==> src/rtl/bitalu_n_pipe.sv <==
// Two-stage pipelined N-bit ALU with post-ALU shifter and valid/ready handshakes.
// Stage 1 holds the accepted operation; stage 2 holds the registered result and flags.
module bitalu_n_pipe #(
    parameter int WIDTH   = 16,
    parameter int SLL_AMT = 8
) (
    input  logic             clk,
    input  logic             rst,
    input  logic             in_valid,
    output logic             in_ready,
    input  logic [WIDTH-1:0] A,
    input  logic [WIDTH-1:0] B,
    input  logic             INVA,
    input  logic             ENA,
    input  logic             ENB,
    input  logic             F0,
    input  logic             F1,
    input  logic             CIN,
    input  logic             SLL,
    input  logic             SRA1,
    output logic             out_valid,
    input  logic             out_ready,
    output logic [WIDTH-1:0] Result,
    output logic             COUT,
    output logic             Z,
    output logic             N,
    output logic             V,
    output logic             ERR
);

    logic             r_s1_valid;
    logic [WIDTH-1:0] r_a;
    logic [WIDTH-1:0] r_b;
    logic             r_inva;
    logic             r_ena;
    logic             r_enb;
    logic [1:0]       r_f;
    logic             r_cin;
    logic             r_sll;
    logic             r_sra1;

    logic             r_out_valid;
    logic [WIDTH-1:0] r_result;
    logic             r_cout;
    logic             r_z;
    logic             r_n;
    logic             r_v;
    logic             r_err;

    logic             w_adv2;
    logic             w_accept;
    logic [WIDTH-1:0] w_ae;
    logic [WIDTH-1:0] w_be;
    logic [WIDTH:0]   w_sum;
    logic [WIDTH-1:0] w_alu;
    logic [WIDTH-1:0] w_shift;
    logic             w_cout;
    logic             w_v;
    logic             w_err;

    assign w_adv2   = ~r_out_valid | out_ready;
    assign in_ready = ~r_s1_valid | w_adv2;
    assign w_accept = in_valid & in_ready;

    always_ff @(posedge clk or posedge rst) begin
        if (rst) begin
            r_s1_valid <= 1'b0;
            r_a        <= '0;
            r_b        <= '0;
            r_inva     <= 1'b0;
            r_ena      <= 1'b0;
            r_enb      <= 1'b0;
            r_f        <= 2'b00;
            r_cin      <= 1'b0;
            r_sll      <= 1'b0;
            r_sra1     <= 1'b0;
        end else if (w_accept) begin
            r_s1_valid <= 1'b1;
            r_a        <= A;
            r_b        <= B;
            r_inva     <= INVA;
            r_ena      <= ENA;
            r_enb      <= ENB;
            r_f        <= {F1, F0};
            r_cin      <= CIN;
            r_sll      <= SLL;
            r_sra1     <= SRA1;
        end else if (w_adv2) begin
            r_s1_valid <= 1'b0;
        end
    end

    always_comb begin
        w_ae  = (r_ena ? r_a : '0) ^ {WIDTH{r_inva}};
        w_be  = r_enb ? r_b : '0;
        w_sum = {1'b0, w_ae} + {1'b0, w_be} + {{WIDTH{1'b0}}, r_cin};
        case (r_f)
            2'b00:   w_alu = w_ae & w_be;
            2'b01:   w_alu = w_ae | w_be;
            2'b10:   w_alu = ~w_be;
            default: w_alu = w_sum[WIDTH-1:0];
        endcase
        w_cout = (r_f == 2'b11) & w_sum[WIDTH];
        w_v    = (r_f == 2'b11) & (w_ae[WIDTH-1] == w_be[WIDTH-1])
                 & (w_sum[WIDTH-1] != w_ae[WIDTH-1]);
        // Both shift requests at once is illegal: pass through and flag it.
        w_err  = r_sll & r_sra1;
        case ({r_sll, r_sra1})
            2'b10:   w_shift = w_alu << SLL_AMT;
            2'b01:   w_shift = {w_alu[WIDTH-1], w_alu[WIDTH-1:1]};
            default: w_shift = w_alu;
        endcase
    end

    always_ff @(posedge clk or posedge rst) begin
        if (rst) begin
            r_out_valid <= 1'b0;
            r_result    <= '0;
            r_cout      <= 1'b0;
            r_z         <= 1'b0;
            r_n         <= 1'b0;
            r_v         <= 1'b0;
            r_err       <= 1'b0;
        end else if (w_adv2) begin
            r_out_valid <= r_s1_valid;
            if (r_s1_valid) begin
                r_result <= w_shift;
                r_cout   <= w_cout;
                r_z      <= (w_shift == '0);
                r_n      <= w_shift[WIDTH-1];
                r_v      <= w_v;
                r_err    <= w_err;
            end
        end
    end

    assign out_valid = r_out_valid;
    assign Result    = r_result;
    assign COUT      = r_cout;
    assign Z         = r_z;
    assign N         = r_n;
    assign V         = r_v;
    assign ERR       = r_err;

endmodule

==> config.mk <==
export PLATFORM = sky130hd
export DESIGN_NAME = bitalu_n_pipe
export DESIGN_NICKNAME = d
export VERILOG_FILES = /design/src/rtl/bitalu_n_pipe.sv
export SDC_FILE = /design/constraint.sdc
export NUM_CORES = 1
export LEC_CHECK = 0
export BUFFER_PORTS_ARGS = -buffer_cell sky130_fd_sc_hd__buf_4
export CORE_UTILIZATION = 53
export DETAILED_ROUTE_END_ITERATION = 8
export GPL_ROUTABILITY_DRIVEN = 0
export PLACE_DENSITY_LB_ADDON = 0.3
export SYNTH_ARGS = -nofsm -noshare
export SYNTH_HDL_FRONTEND = slang
export SYNTH_SLANG_ARGS = --single-unit
==> constraint.sdc <==
create_clock -name clk -period 3.35 [get_ports clk]
set_clock_uncertainty 0.15 [all_clocks]
set_input_delay 0.1675 -clock clk [delete_from_list [all_inputs] [get_ports clk]]
set_output_delay 0.1675 -clock clk [all_outputs]
set_load 0.005 [all_outputs]
# After elaboration in Yosys (flattened, before gate mapping)

Cells that the tools add are included.

Register bits: 63
Latch bits: 0
Memory bits (writable): 0
ROM bits: 0
Input bits: 44
Output and inout port bits: 23
Word-level logic and storage cells: 49
Memories kept: 0

Add/sub/neg operators: 2
$mul: 0
Divide/modulo/power cells: 0
Magnitude comparators: 0
Equality and inequality tests: 7
Shifts and indexed selects: 0
Muxes and demuxes: 6
Bitwise logic cells: 13
Reductions and logical operators: 4

Operators by type and width:

| kind                                                                   | count |
|---|---|
| 16-bit one-hot mux with 3 select lines                                 | 1 |
| 16-bit 2-to-1 mux                                                      | 2 |
| 16-bit one-hot mux with 2 select lines                                 | 1 |
| 16-bit by 16-bit adder with 17-bit output                              | 1 |
| 17-bit by 1-bit adder with 17-bit output                               | 1 |
| 16-bit bitwise AND                                                     | 1 |
| 16-bit logical NOT                                                     | 1 |
| 16-bit inverter                                                        | 1 |
| 16-bit OR                                                              | 1 |
| 16-bit XOR                                                             | 1 |
| 2-bit equality test (second input constant)                            | 3 |
| 1-bit bitwise AND                                                      | 5 |
| 2-bit by 1-bit equality test with 1-bit output (second input constant) | 2 |
| 2-bit logical NOT                                                      | 1 |
| 1-bit 2-to-1 mux                                                       | 2 |
| 1-bit inverter                                                         | 2 |
| 1-bit OR                                                               | 2 |
| 2-bit AND reduction                                                    | 1 |
| 2-bit nonzero test                                                     | 1 |
| 1-bit equality test                                                    | 1 |
| 1-bit != test                                                          | 1 |

# Longest topological paths before layout

Depth in word-level cells: 7
Depth in mapped cells: 15
Gate-level depth less buffers: 14

# Least setup slack after synthesis

No wires, ideal clock.

Path type: flip-flop to flip-flop
Start: reg r_inva
End: reg r_z (netlist: Z)
Data arrival time: 3.507 ns
Data required time: 3.134 ns
Slack: -0.373 ns
Stages on the path, launching flop included: 15
Clock period less this slack: 3.723 ns
Cells stage by stage: dfrtp_1 clkbuf_1 clkbuf_1 xnor2_1 inv_1 fa_1 nand2b_1 a21boi_0 o21ai_0 a311oi_1 o21ai_0 o31ai_1 nand2_1 a2111oi_0 a32o_2

Word-level cells in the longest chain between the ends: 6

Ends and longest elaborated chain:

| item                                       | line | source |
|---|---|---|
| from (decl)                                | 34   | `logic r_inva;` |
| from (signal assigned)                     | 70   | `r_inva <= 1'b0;` |
| from (signal assigned)                     | 81   | `r_inva <= INVA;` |
| 16-bit XOR (*)                             | 94   | `w_ae = (r_ena ? r_a : '0) ^ {WIDTH{r_inva}};` |
| 16-bit by 16-bit adder with 17-bit output  | 96   | `w_sum = {1'b0, w_ae} + {1'b0, w_be} + {{WIDTH{1'b0}}, r_cin};` |
| 17-bit by 1-bit adder with 17-bit output   | 96   |  |
| 16-bit one-hot mux with 3 select lines (*) | 97   | `case (r_f)` |
| 16-bit one-hot mux with 2 select lines (*) | 108  | `case ({r_sll, r_sra1})` |
| 16-bit logical NOT (*)                     | 129  | `r_z <= (w_shift == '0);` |
| to (signal assigned)                       | 129  |  |
| to (decl)                                  | 45   | `logic r_z;` |

Mark *: on every way between the ends. The rest lies on a longest branch, timed or not.
A chain may end at the register's enable or synchronous reset.

# Worst setup path after layout

Start: reg r_ena
End: reg r_z (netlist: Z)

Word-level cells in the longest chain between the ends: 7

Ends and longest elaborated chain:

| item                                       | line | source |
|---|---|---|
| from (decl)                                | 35   | `logic r_ena;` |
| from (signal assigned)                     | 71   | `r_ena <= 1'b0;` |
| from (signal assigned)                     | 82   | `r_ena <= ENA;` |
| 16-bit 2-to-1 mux (*)                      | 94   |  |
| 16-bit XOR (*)                             | 94   |  |
| 16-bit by 16-bit adder with 17-bit output  | 96   |  |
| 17-bit by 1-bit adder with 17-bit output   | 96   |  |
| 16-bit one-hot mux with 3 select lines (*) | 97   |  |
| 16-bit one-hot mux with 2 select lines (*) | 108  |  |
| 16-bit logical NOT (*)                     | 129  |  |

Marked as above.

==> summary.md <==
| Metric | Value |
|---|---|
| Fin area | 0.00641 mm² |
| Final WS setup | -91.1 ps |
| Final net count | 725 |
| Layout cells sized above 1 | 34.0% |
| CP endpoint kind | flip-flop |
| Post-Synthesis Cells | 513 |
| Tmin final | 3440 ps |
| IO Port Bufs | 66 |
| Sequential power share | 24.6% |
| Synth async-reset ratio | 100% |
| Core Util, Final | 73.8% |
| Post-Syn Area | 0.00471 mm² |
| DP Area | 0.00544 mm² |
| DRT iter0 DRCs | 400 |
| Final Max Tran Viols | 0 |
| Final Hold Vio Count | 0 |
| Worst Setup Start Kind | flip-flop |
| Final Non-Filler Cells | 756 |
| Main combinational cell family by area after synthesis | compound AO/OA/AOI/OAI gates |
| Adder-Cell Fraction of Synth Area | 10.4% |
| Netlist cell types | 62 |
| Post-synthesis sequential area ratio | 33.0% |
| Post-synth EDFFs | 0 |
| Internal | 2.54 mW |
| Final Cycle Share | 103% |
| Post-synthesis compound-gate area fraction | 18.2% |
| Post-Synth XOR/XNOR Area | 4.65% |
| Pleak | 2.99 nW |
| DRC viols | 0 |
| Ys Warns | 0 |
| Via count | 4373 |
| Worst-margin pin slew | 773 ps |
| Pin count of the biggest net entering global routing | 41 |
| Net Sw Frac | 38.5% |
| Routed wire per std cell | 17.2 µm |
| Commonest non-fill, non-tap cell in the layout | buf_4 |
| CTS buffer count | 9 |
| Mux share of post-synthesis cell area | 13.0% |
| Ys flop type | dfrtp_1 |
| Root Driver | clkbuf_8 |
| Worst Path Arrival | 3580 ps |
| Clock group share of total power | 21.8% |
| Worst path required time | 3480 ps |
| Die span in x | 96.3 µm |
| Net Count, Synth | 595 |
| Status | finished with violations |
| Htree depth | 3 |
| Vias in the first global route | 4186 |
| Inst Count DP | 694 |
| Pre-CTS setup slack | -157 ps |
| Routed WL | 13000 µm |
| Core Box Area | 0.00868 mm² |
| Total Power | 4.13 mW |
| Total I/O pin count | 67 |
| First-pass GRT wire length | 20100 µm |
| Final ANT Viol Nets | 0 |
| Post-synth top area share | 33.0% |
| Row cnt | 34 |
| Initial antenna violation count | 0 |
| Die Y | 96.3 µm |
| Crit Path Category | flip-flop to flip-flop |
| Skew-Pair Late Insertion Delay | 350 ps |
| Fmax | 291 MHz |
| Clk sink count | 62 |
| Final setup fails | 1 |
| Antenna cell count | 0 |
| Max transition margin | 48.4% |
| Psw | 1.59 mW |
| Cell Pwr Density | 645 mW/mm² |
| RSZ-0062 raised after global routing | true |
| MaxCap Viol Count | 0 |
| CTS tree | built |
| Grt total ovfl | 0 |
| #FFs+latches synth | 62 |
| Area grow syn2layout | 36.1% |
| Initial Util | 54.3% |
| Gate power share | 53.6% |
| CTS max path bufs | 2 |
| TritonRoute pass-1 iters | 6 |
| Mean post-synth cell area | 9.18 µm² |
| Most frequent cells in the layout | buf_4, nand2_1, dfrtp_1 |
| DR vias/cell | 5.78 |
| Clock-pin slew on the worst setup and hold paths | 80 ps |
| Largest area contributor in the netlist | dfrtp_1 |
| Die area | 0.00926 mm² |
| Type of the most critical hold path | input pin to asynchronous set/reset pin |
| Worst vdd ir | 0.315 mV |
| Total Routing Usage GR | 28.8% |
| Largest cells by area after synthesis | dfrtp_1, mux2_2, ha_1 |
| Critical Path Fanout Max | 2 |
| Simple-gate portion of the synthesized area | 12.6% |
| Fillers | 613 |
| Failing checks | setup timing |
| Final HPWL DP | 8600 µm |
==> worst paths after layout <==
kind | startpoint | to | slack [ps] | cells after the start
min in group clk | Result[7]$_DFFE_PP0P_ | Result[7]$_DFFE_PP0P_ | 330 | 2
max in group asynchronous | rst | r_inva$_DFFE_PP0P_ | 1850 | 4
setup reg to reg | r_ena$_DFFE_PP0P_ | Z$_DFFE_PP0P_ | -90 | 14
hold reg to reg | Result[7]$_DFFE_PP0P_ | Result[7]$_DFFE_PP0P_ | 330 | 2
hold / removal | rst | r_a[14]$_DFFE_PP0P_ | 310 | 3
setup / recovery | r_ena$_DFFE_PP0P_ | Z$_DFFE_PP0P_ | -90 | 14
==> cell usage after synthesis (all sizes together), types with 5 or more instances <==
library cell / n
a21oi: 29
a211oi: 6
mux2: 47
xor2: 6
nand2b: 9
buf: 6
nand2: 69
nor2: 20
xnor2: 19
inv: 49
and2: 5
o211ai: 6
nand3: 8
clkbuf: 23
dfrtp: 62
o21ai: 31
a21o: 5
ha: 36
a22oi: 10
==> per-layer routing <==
| metal | global-route usage [%] | up-vias | part of all wire (%) |
|---|---|---|---|
| met2 | 49.8 | 194 | 50 |
| met1 | 35.9 | 2085 | 41 |
| met5 | 0 | - | 0 |
| li1 | - | 2053 | - |
| met4 | 10.7 | 0 | 2.9 |
| met3 | 4.98 | 41 | 6.0 |
==> power groups by stage <==
stage                     clock network [mW]  registers, mW  logic [mW]
final                                  0.901           1.02        2.22
after detailed placement                   0           1.03        1.91
after CTS                              0.911           1.01        2.04
after global routing                   0.950           1.04        2.41
after floorplan                            0           1.00        1.31
after global placement                     0           1.02        1.85
==> layout make-up <==
| type | instances | area [µm²] | area share [%] |
|---|---|---|---|
| Sequential cell | 62 | 1550 | 24.2 |
| Tap cell | 108 | 135 | 2.11 |
| Inverter | 49 | 184 | 2.87 |
| Clock inverter | 7 | 146 | 2.28 |
| Timing Repair Buffer | 148 | 1240 | 19.4 |
| Multi-Input combinational cell | 373 | 3020 | 47.2 |
| Clock buffer | 9 | 124 | 1.93 |
==> per-stage QoR <==
stage	hold slack (ps)	TNS (ps)
3_5_place_dp	148	-306
2_1_floorplan	126	0
5_1_grt	366	-514
4_1_cts	322	0
6_report	309	-91.1
3_3_place_gp	143	-41.6
==> registers in the layout, indices dropped and copies added (netlist names), 2 cells and up <==
name / flops
r_f: 2
r_b: 16
Result: 16
r_a: 16
==> cell families after synthesis <==
family / count (synthesis)
AND/OR/NAND/NOR: 130
AO/OA/AOI/OAI: 127
buffers and inverters: 78
flip-flops: 62
multiplexers: 53
adder cells (fa/ha/maj): 38
XOR/XNOR: 25
==> critical path, stage by stage, from the launching register on <==
cell      delay, ps
dfrtp_1         400
nand2_2          80
xnor2_2         200
inv_2            70
fa_2            370
fa_2            410
nand2b_4        170
a21boi_2        160
o21ai_1          90
a311oi_2        300
o21ai_2         110
o41ai_2         250
nand3_1         170
nor4_2          230
a32o_2          200
==> what timing repair did <==
item / in CTS / in global routing
gates resized for setup: 19 / 27
hold buffers: 43 / 0
pin swaps: 13 / 4
setup buffers: 3 / 0
cloned: 0 / 0
endpoints found under the setup margin: 4 / 7
endpoints found under the hold margin: 71 / 0
Power figures use the tool's default switching activity.
